### config.mk
export PLATFORM = sky130hd
export DESIGN_NAME = mem_ctrl
export DESIGN_NICKNAME = d
export VERILOG_FILES = /design/src/rtl/mem_ctrl.sv
export SDC_FILE = /design/constraint.sdc
export NUM_CORES = 1
export LEC_CHECK = 0
export CAP_MARGIN = 10
export CORE_MARGIN = 3
export CORE_UTILIZATION = 45
export DETAILED_ROUTE_END_ITERATION = 10
export GPL_ROUTABILITY_DRIVEN = 0
export GPL_TIMING_DRIVEN = 0
export PLACE_DENSITY = 0.81
export SLEW_MARGIN = 5
export SYNTH_ARGS = -nofsm -noshare
export SYNTH_HDL_FRONTEND = slang
export SYNTH_SLANG_ARGS = --single-unit
### constraint.sdc
create_clock -name clk -period 2.8 [get_ports clk]
set_clock_uncertainty 0.05 [all_clocks]
set_input_delay 0.56 -clock clk [delete_from_list [all_inputs] [get_ports clk]]
set_output_delay 0.56 -clock clk [all_outputs]
set_load 0.02 [all_outputs]
### src/rtl/mem_ctrl.sv
// mem_ctrl: byte-serial memory responder sitting between the core's fetch /
// load-store ports and an 8-bit RAM with one-cycle read latency.
//
// Ports
//   clk, rst, rdy                   clock, sync active-high reset, global enable
//   inst_fe_i, inst_fpc_i           instruction fetch request / word address
//   ex_b_flag_i                     branch flush, aborts an in-flight fetch
//   inst_o, inst_ok_o, inst_pc_o    fetched word, done pulse, its address
//   mem_re_i, mem_we_i              data read / write request
//   mem_addr_i, mem_data_i          data address / store data
//   mem_len_i                       access size in bytes minus one (0/1/3)
//   mem_data_o, mem_ok_o            zero-extended load data, done pulse
//   ram_din, ram_dout, ram_a, ram_wr  RAM byte port
//   io_buffer_full                  UART TX full
//
// Optional feature: define IO_FULL_STALL_EN to hold writes to the UART
// address 0x00030000 in IDLE while io_buffer_full is high.

module mem_ctrl (
  input  logic        clk,
  input  logic        rst,
  input  logic        rdy,
  input  logic        inst_fe_i,
  input  logic [31:0] inst_fpc_i,
  input  logic        ex_b_flag_i,
  output logic [31:0] inst_o,
  output logic        inst_ok_o,
  output logic [31:0] inst_pc_o,
  input  logic        mem_re_i,
  input  logic        mem_we_i,
  input  logic [31:0] mem_addr_i,
  input  logic [31:0] mem_data_i,
  input  logic [1:0]  mem_len_i,
  output logic [31:0] mem_data_o,
  output logic        mem_ok_o,
  input  logic [7:0]  ram_din,
  output logic [7:0]  ram_dout,
  output logic [31:0] ram_a,
  output logic        ram_wr,
  input  logic        io_buffer_full
);

  typedef enum logic [1:0] {IDLE, IFETCH, DREAD, DWRITE} state_t;

  state_t      state_q, state_d;
  logic [2:0]  cnt_q, cnt_nxt;
  logic [1:0]  len_q;
  logic [31:0] addr_q, wdata_q, rbuf_q, rbuf_nxt, wsh, req_a;
  logic        ram_wr_q;
  logic        io_stall, data_req, accept_d, accept_f, last, abort;

`ifdef IO_FULL_STALL_EN
  assign io_stall = mem_we_i && (mem_addr_i == 32'h0003_0000) && io_buffer_full;
`else
  logic unused_io;
  assign unused_io = io_buffer_full;
  assign io_stall  = 1'b0;
`endif

  // Data requests win over fetches; a stalled UART write blocks fetches too,
  // and a fetch coinciding with a flush is dropped (its address is stale).
  assign data_req = mem_re_i || mem_we_i;
  assign accept_d = (state_q == IDLE) && data_req && !io_stall;
  assign accept_f = (state_q == IDLE) && !data_req && inst_fe_i && !ex_b_flag_i;
  assign req_a    = data_req ? mem_addr_i : inst_fpc_i;

  assign last    = (cnt_q == {1'b0, len_q});
  assign abort   = (state_q == IFETCH) && ex_b_flag_i;
  assign cnt_nxt = cnt_q + 3'd1;
  assign wsh     = wdata_q >> {cnt_nxt[1:0], 3'b000};

  // Byte cnt arrives this cycle; merge it so the final word is complete at EN.
  always_comb begin
    rbuf_nxt = rbuf_q;
    rbuf_nxt[{cnt_q[1:0], 3'b000} +: 8] = ram_din;
  end

  // state register
  always_ff @(posedge clk) begin
    if (rst)      state_q <= IDLE;
    else if (rdy) state_q <= state_d;
  end

  // next state
  always_comb begin
    state_d = state_q;
    case (state_q)
      IDLE: begin
        if (accept_d)      state_d = mem_we_i ? DWRITE : DREAD;
        else if (accept_f) state_d = IFETCH;
      end
      IFETCH:  if (abort || last) state_d = IDLE;
      default: if (last)          state_d = IDLE;
    endcase
  end

  // outputs: a write strobe must never fire while the pipeline is frozen
  always_comb begin
    ram_wr = ram_wr_q && rdy;
  end

  // datapath / registered outputs
  always_ff @(posedge clk) begin
    if (rst) begin
      cnt_q      <= '0;
      len_q      <= '0;
      addr_q     <= '0;
      wdata_q    <= '0;
      rbuf_q     <= '0;
      ram_a      <= '0;
      ram_dout   <= '0;
      ram_wr_q   <= 1'b0;
      inst_o     <= '0;
      inst_pc_o  <= '0;
      inst_ok_o  <= 1'b0;
      mem_data_o <= '0;
      mem_ok_o   <= 1'b0;
    end else if (rdy) begin
      inst_ok_o <= 1'b0;
      mem_ok_o  <= 1'b0;
      if (state_q == IDLE) begin
        if (accept_d || accept_f) begin
          addr_q   <= req_a;
          ram_a    <= req_a;
          cnt_q    <= '0;
          rbuf_q   <= '0;   // upper bytes of short loads stay zero
          len_q    <= accept_d ? mem_len_i : 2'd3;
          wdata_q  <= mem_data_i;
          ram_wr_q <= accept_d && mem_we_i;
          if (accept_d && mem_we_i) ram_dout <= mem_data_i[7:0];
        end
      end else begin
        rbuf_q <= rbuf_nxt;
        if (abort || last) begin
          ram_a    <= '0;
          ram_wr_q <= 1'b0;
          if (!abort) begin
            if (state_q == IFETCH) begin
              inst_o    <= rbuf_nxt;
              inst_pc_o <= addr_q;
              inst_ok_o <= 1'b1;
            end else begin
              if (state_q == DREAD) mem_data_o <= rbuf_nxt;
              mem_ok_o <= 1'b1;
            end
          end
        end else begin
          cnt_q <= cnt_nxt;
          ram_a <= addr_q + {29'b0, cnt_nxt};
          if (state_q == DWRITE) ram_dout <= wsh[7:0];
        end
      end
    end
  end

endmodule
; Word level (Yosys, flattened, before mapping)
; Cells that the tools add are included.
; W data, S select, Z words.
[totals]
regBits = 242
latchBits = 0
mem_bits_rw = 0
romBits = 0
in_bits = 114
out_inout_bits = 139
elab_cells = 89
memories = 0
[classes]
add_sub_neg = 3
multipliers = 0
div = 0
order_cmp = 0
eq_ne = 9
shifts = 3
n_mux = 33
n_bitwise = 3
n_reduce_logical = 24
[ops]
columns = op, n
row1 = $mux W32, 6
row2 = $mux W8, 5
row3 = $add A32 B3 Y32, 1
row4 = $bwmux W32, 1
row5 = $shift A8 B7 Y32 const A, 1
row6 = $shiftx A8 B7 Y32, 1
row7 = $shr A32 B5 Y8, 1
row8 = $mux W1, 12
row9 = $mux W2, 5
row10 = $reduce_and A5 Y1, 2
row11 = $mux W3, 3
row12 = $reduce_and A3 Y1, 3
row13 = $logic_and A1 B1 Y1, 7
row14 = $neg A5 Y7, 1
row15 = $ne A2 B1 Y1 const B, 3
row16 = $reduce_and A6 Y1, 1
row17 = $eq A2 B2 Y1 const B, 2
row18 = $pmux W2 S2, 1
row19 = $reduce_and A4 Y1, 1
row20 = $reduce_bool A2 Y1, 2
row21 = $add A3 B1 Y3 const B, 1
row22 = $eq A3 B2 Y1, 1
row23 = $logic_or A1 B1 Y1, 3
row24 = $ne A3 B3 Y1 const B, 1
row25 = 7 further kinds, 10

; Longest topological paths before layout
[depth]
depth_word = 8
depth_mapped = 10
depth_no_buf = 8

; Worst setup path after synthesis
; OpenSTA, ideal clock, no wires.
[synth_timing]
kind = register -> register
startpoint = reg cnt_q[0]
endpoint = reg ram_a[15]
setup_ns = 0.115
t_arrival_ns = 2.675
required_time_ns = 2.635
path_slack_ns = -0.040
stages_incl_launch_ff = 11
n_path_buf = 2
synth_period_minus_slack_ns = 2.840
cell_sequence = dfxtp_1 > buf_2 > inv_1 > ha_1 > ha_1 > a211o_1 > nand4_2 > clkbuf_1 > nor2_1 > xor2_1 > o21ba_2
[synth_between]
elab_chain_len = 4
word_cells_on_any_way = 6
classes_between = add/sub (2) / eq/ne (1) / mux (2) / reduce/logical (1)
[synth_rtl]
columns = item, line
row1 = start: declaration, 46  ; logic [2:0] cnt_q, cnt_nxt;
row2 = start signal: assignment, 148  ; cnt_q <= cnt_nxt;
row3 = $add A3 B1 Y3 / $eq A3 B2 Y1 (equally long branches), "69, 67"
row4 = $add A32 B3 Y32 / $logic_or A1 B1 Y1 (equally long branches), "149, 134"
row5 = $mux W32 *, 134  ; if (abort || last) begin
row6 = $mux W32 *, 121  ; if (state_q == IDLE) begin
row7 = end signal: assignment, 124  ; ram_a <= req_a;
row8 = end signal: assignment, 149  ; ram_a <= addr_q + {29'b0, cnt_nxt};
row9 = end: declaration, 38  ; output logic [31:0] ram_a,
; Mark *: on every way between the ends. The rest lies on a longest branch, timed or not.
; A chain may end at the register's enable or synchronous reset.

; Worst setup path in the final report
; Ends and elaborated chain as after synthesis.

==> key figures <==
Synth
  • Netlist cell types: between 60 and 70
  • Netlist area before placement: approximately 11000 um^2
  • Post-synthesis sequential area ratio: around 45%
  • Compound-cell area share of the yosys netlist: approximately a fifth
  • Main area contributors after synthesis: sky130_fd_sc_hd__dfxtp_1 (45%), sky130_fd_sc_hd__a21oi_1 (8.8%), sky130_fd_sc_hd__nand2_1 (6.8%)
  • Fraction of synthesized area in multiplexers: under 10%
  • Post-synthesis sequential element count: 242
  • Synth async-reset ratio: 0%
  • Adder-cell share of the synthesized area: under 10%
  • Post-synth top area share: between 40% and 50%
  • Combinational family with the most area after synthesis: compound AO/OA/AOI/OAI gates
  • Synth Net Count: ~1.4k
  • Cells after Synth: 1285
  • Share of synthesized cell area in and, or, nand and nor gates: 20.5%
  • Share of the synthesized netlist area taken by xor and xnor gates: 1.81%
  • Number of warnings reported in the yosys synthesis log: 0
  • Post-synthesis cell type with the largest combined area: sky130_fd_sc_hd__dfxtp_1
  • Avg Synthesized Cell Area: just over 8 um^2
  • Number of enable flip-flop cells after synthesis: 0
  • Most instantiated flip-flop cell in the synthesis netlist: sky130_fd_sc_hd__dfxtp_1

Timing
  • Final Critical Period: approximately 2.8 ns
  • Highest clock frequency the design can meet: between 0.3 and 0.4 GHz
  • Final setup violation count: 0
  • Relative max-transition margin: roughly 43%
  • Final period util: a little over nine tenths
  • Final hold slack: 0.404 ns
  • Measured slew at the worst slew-check pin: 0.851 ns
  • Setup repair after global routing missed its margin: yes
  • Final Slew Violations: 0
  • Count of endpoints failing hold in the final timing report: 0

Final layout
  • Share of layout cells above drive strength 1: between 8 and 9%
  • Relative area change from synthesis to final layout: 35.9%
  • Footprint of the multi-input gates: about 5300 um^2
  • # fillers: roughly 2k
  • Final non-filler cell area: approximately 14000 um^2
  • Most used cells in the layout excluding fill and tap cells: sky130_fd_sc_hd__clkdlybuf4s50_1 (251), sky130_fd_sc_hd__dfxtp_1 (241), sky130_fd_sc_hd__nand2_1 (193), sky130_fd_sc_hd__nor2_1 (191), sky130_fd_sc_hd__a21oi_1 (188)
  • Most common library cell in the layout ignoring fill and taps: sky130_fd_sc_hd__clkdlybuf4s50_1
  • Number of nets in the finished design: around 1.7k
  • Area used by sequential logic in the layout: around 4800 um^2

Placement
  • HPWL after detailed placement: 26600 um
  • Count of buffers from port buffering: roughly 250
  • Placed instance area: around 14000 um^2

GRT
  • Via count of the first global-routing pass: approximately 10k
  • Maximum number of pins on one net before global-route repair: 15
  • Final global-route overflow total: 0
  • Global-route wire length before repair: about 56000 um
  • Overall global routing resource usage: between 20% and 30%
  • Antenna violations before repair: 1

Critical path
  • Type of origin of the critical path: flop
  • Crit path kind: flop to flop
  • Critical Path AT: 3.12 ns
  • Kind of capture point of the worst setup path: flop
  • Critical Path Fanout Max: 10
  • Worst path required time: approximately 3.2 ns

Pwr
  • Leakage power summed over all cells: 5.19 nW
  • Maximum resistive drop on vdd: around 0.32 mV
  • Power Density: between 600 and 700 nW/um^2

Clock tree
  • Latest clock arrival within the worst-skew pair: about 0.52 ns
  • Clock tree from TritonCTS: done
  • Bufs on Longest Clock Path: 3
  • Clock-pin slew on the worst setup and hold paths: around 0.060 ns
  • Library cell used as clock root buffer: sky130_fd_sc_hd__clkbuf_16
  • Hold buffers post-CTS: 0
  • Inserted Clock Buffers: 25
  • H-tree lvl count: 1
  • Sink Count: 242

Detailed routing
  • Router iterations before antenna repair: 7
  • Antenna violation net count after detailed routing: 0
  • Vias/cell: 5.65
  • Total wire length after detailed routing: approximately 36000 um
  • Wire length per cell: about 19 um
  • 1st-iter DRT viols: about 900
  • Residual DRC count: 0
  • Vias: 10.7k

Flow run
  • Count of max-cap constraint violations: 0

Worst hold path
  • Min-Delay Path Class: flop to flop

Floorplanning
  • Total Die Area: approximately 26000 um^2
  • Vertical die dimension: 160 um
  • Initial core utilization: 46.4%
  • Site Rows: 55
  • Core area: 23000 um^2
  • Number of top-level design ports: around 250
  • Horiz. Die Dim: 160 um

Run status
  • Run status: completed
==> layout make-up <==
cell class | instances | area share [%]
diodes | 1 | 0.0173
plain buffers | 104 | 3.84
clock buffers | 34 | 4.96
clock inverters | 8 | 0.811
inverters | 11 | 0.311
multi-input cells | 928 | 36.5
flip-flops and latches | 242 | 33.5
well taps | 313 | 2.70
repair buffers | 253 | 17.4
==> logic make-up after synthesis <==
group | Yosys count
simple gates | 493
compound gates | 360
flops | 242
buf+inv | 115
mux | 40
xor+xnor | 22
fa+ha+maj | 13
==> cell usage after synthesis (2+ instances only) <==
library cell,number
sky130_fd_sc_hd__dfxtp_1,242
sky130_fd_sc_hd__nand2_1,193
sky130_fd_sc_hd__nor2_1,191
sky130_fd_sc_hd__a21oi_1,188
sky130_fd_sc_hd__a211oi_1,87
sky130_fd_sc_hd__clkbuf_1,57
sky130_fd_sc_hd__o21ai_0,38
sky130_fd_sc_hd__nor2b_1,33
sky130_fd_sc_hd__buf_2,27
sky130_fd_sc_hd__mux2i_1,23
sky130_fd_sc_hd__xnor2_1,17
sky130_fd_sc_hd__nand3_1,16
sky130_fd_sc_hd__ha_1,12
sky130_fd_sc_hd__inv_1,11
sky130_fd_sc_hd__nor4_1,11
sky130_fd_sc_hd__nor3_1,10
sky130_fd_sc_hd__buf_6,9
sky130_fd_sc_hd__mux2_2,9
sky130_fd_sc_hd__a311oi_1,8
sky130_fd_sc_hd__mux4_2,8
sky130_fd_sc_hd__buf_4,7
sky130_fd_sc_hd__nand4_1,7
sky130_fd_sc_hd__o32ai_1,7
sky130_fd_sc_hd__o21a_1,6
sky130_fd_sc_hd__and2_1,5
sky130_fd_sc_hd__xor2_1,5
sky130_fd_sc_hd__and4_1,3
sky130_fd_sc_hd__and4b_1,3
sky130_fd_sc_hd__nor4bb_1,3
sky130_fd_sc_hd__o221ai_1,3
sky130_fd_sc_hd__o31a_1,3
sky130_fd_sc_hd__o31a_2,3
sky130_fd_sc_hd__a21boi_0,2
sky130_fd_sc_hd__nor4_2,2
sky130_fd_sc_hd__o22ai_1,2
sky130_fd_sc_hd__o31ai_1,2
==> registers in the layout, summed over array words and instances (netlist names), 8 cells and up <==
name	cells
addr_q	32
inst_o	32
inst_pc_o	32
mem_data_o	32
ram_a	32
rbuf_q	32
wdata_q	32
ram_dout	8
==> power by group <==
group	internal, W	switching [W]
clock network	0.00206	0.00137
logic	0.000654	0.000930
registers	0.00364	0.000152
total	0.00635	0.00245
==> through the flow <==
step	setup slack, ns	cells	setup TNS, ns	power [W]	utilization (%)
after detailed placement	-0.519	1849	-46.98	0.00540	59.0
after CTS	0.0304	1891	0	0.00878	62.8
after global placement	-0.467	1849	-43.90	0.00537	59.0
final	0.0492	1894	0	0.00880	63.1
after floorplan	0.0809	1285	0	0.00472	-
after global routing	-0.00940	1894	-0.00940	0.00910	63.1
==> worst max-delay path, stage by stage, from the launching register on <==
cell and delay, ns:
sky130_fd_sc_hd__dfxtp_4 0.42, sky130_fd_sc_hd__buf_8 0.17, sky130_fd_sc_hd__clkinvlp_4 0.19, sky130_fd_sc_hd__ha_4 0.36
sky130_fd_sc_hd__ha_1 0.25, sky130_fd_sc_hd__a211o_1 0.36, sky130_fd_sc_hd__nand4_4 0.20, sky130_fd_sc_hd__buf_4 0.22
sky130_fd_sc_hd__nor2_1 0.07, sky130_fd_sc_hd__xor2_1 0.15, sky130_fd_sc_hd__o21ba_2 0.20
==> what timing repair did <==
item / 4_1_cts / 5_1_grt
gates resized for setup: 8 / 21
setup endpoints to repair: 59 / 77
buffers inserted: 0 / 2
pin swaps: 0 / 1
==> layer usage <==
metal | track usage, % | part of all wire [%] | vias up
met5 | 0 | 0 | -
met4 | 9.23 | 3.0 | 0
li1 | - | - | 5028
met1 | 35.6 | 41 | 5025
met2 | 44.0 | 46 | 569
met3 | 4.95 | 9.8 | 81
==> final timing paths <==
path          startpoint          end  slack (ns)  depth (start not counted)
max             cnt_q[0]    ram_a[15]        0.05                         10
min          wdata_q[11]  wdata_q[11]        0.40                          2
max reg2reg     cnt_q[0]    ram_a[15]        0.05                         10
min reg2reg  wdata_q[11]  wdata_q[11]        0.40                          2
Note: power is estimated with default switching activity, not from simulation.
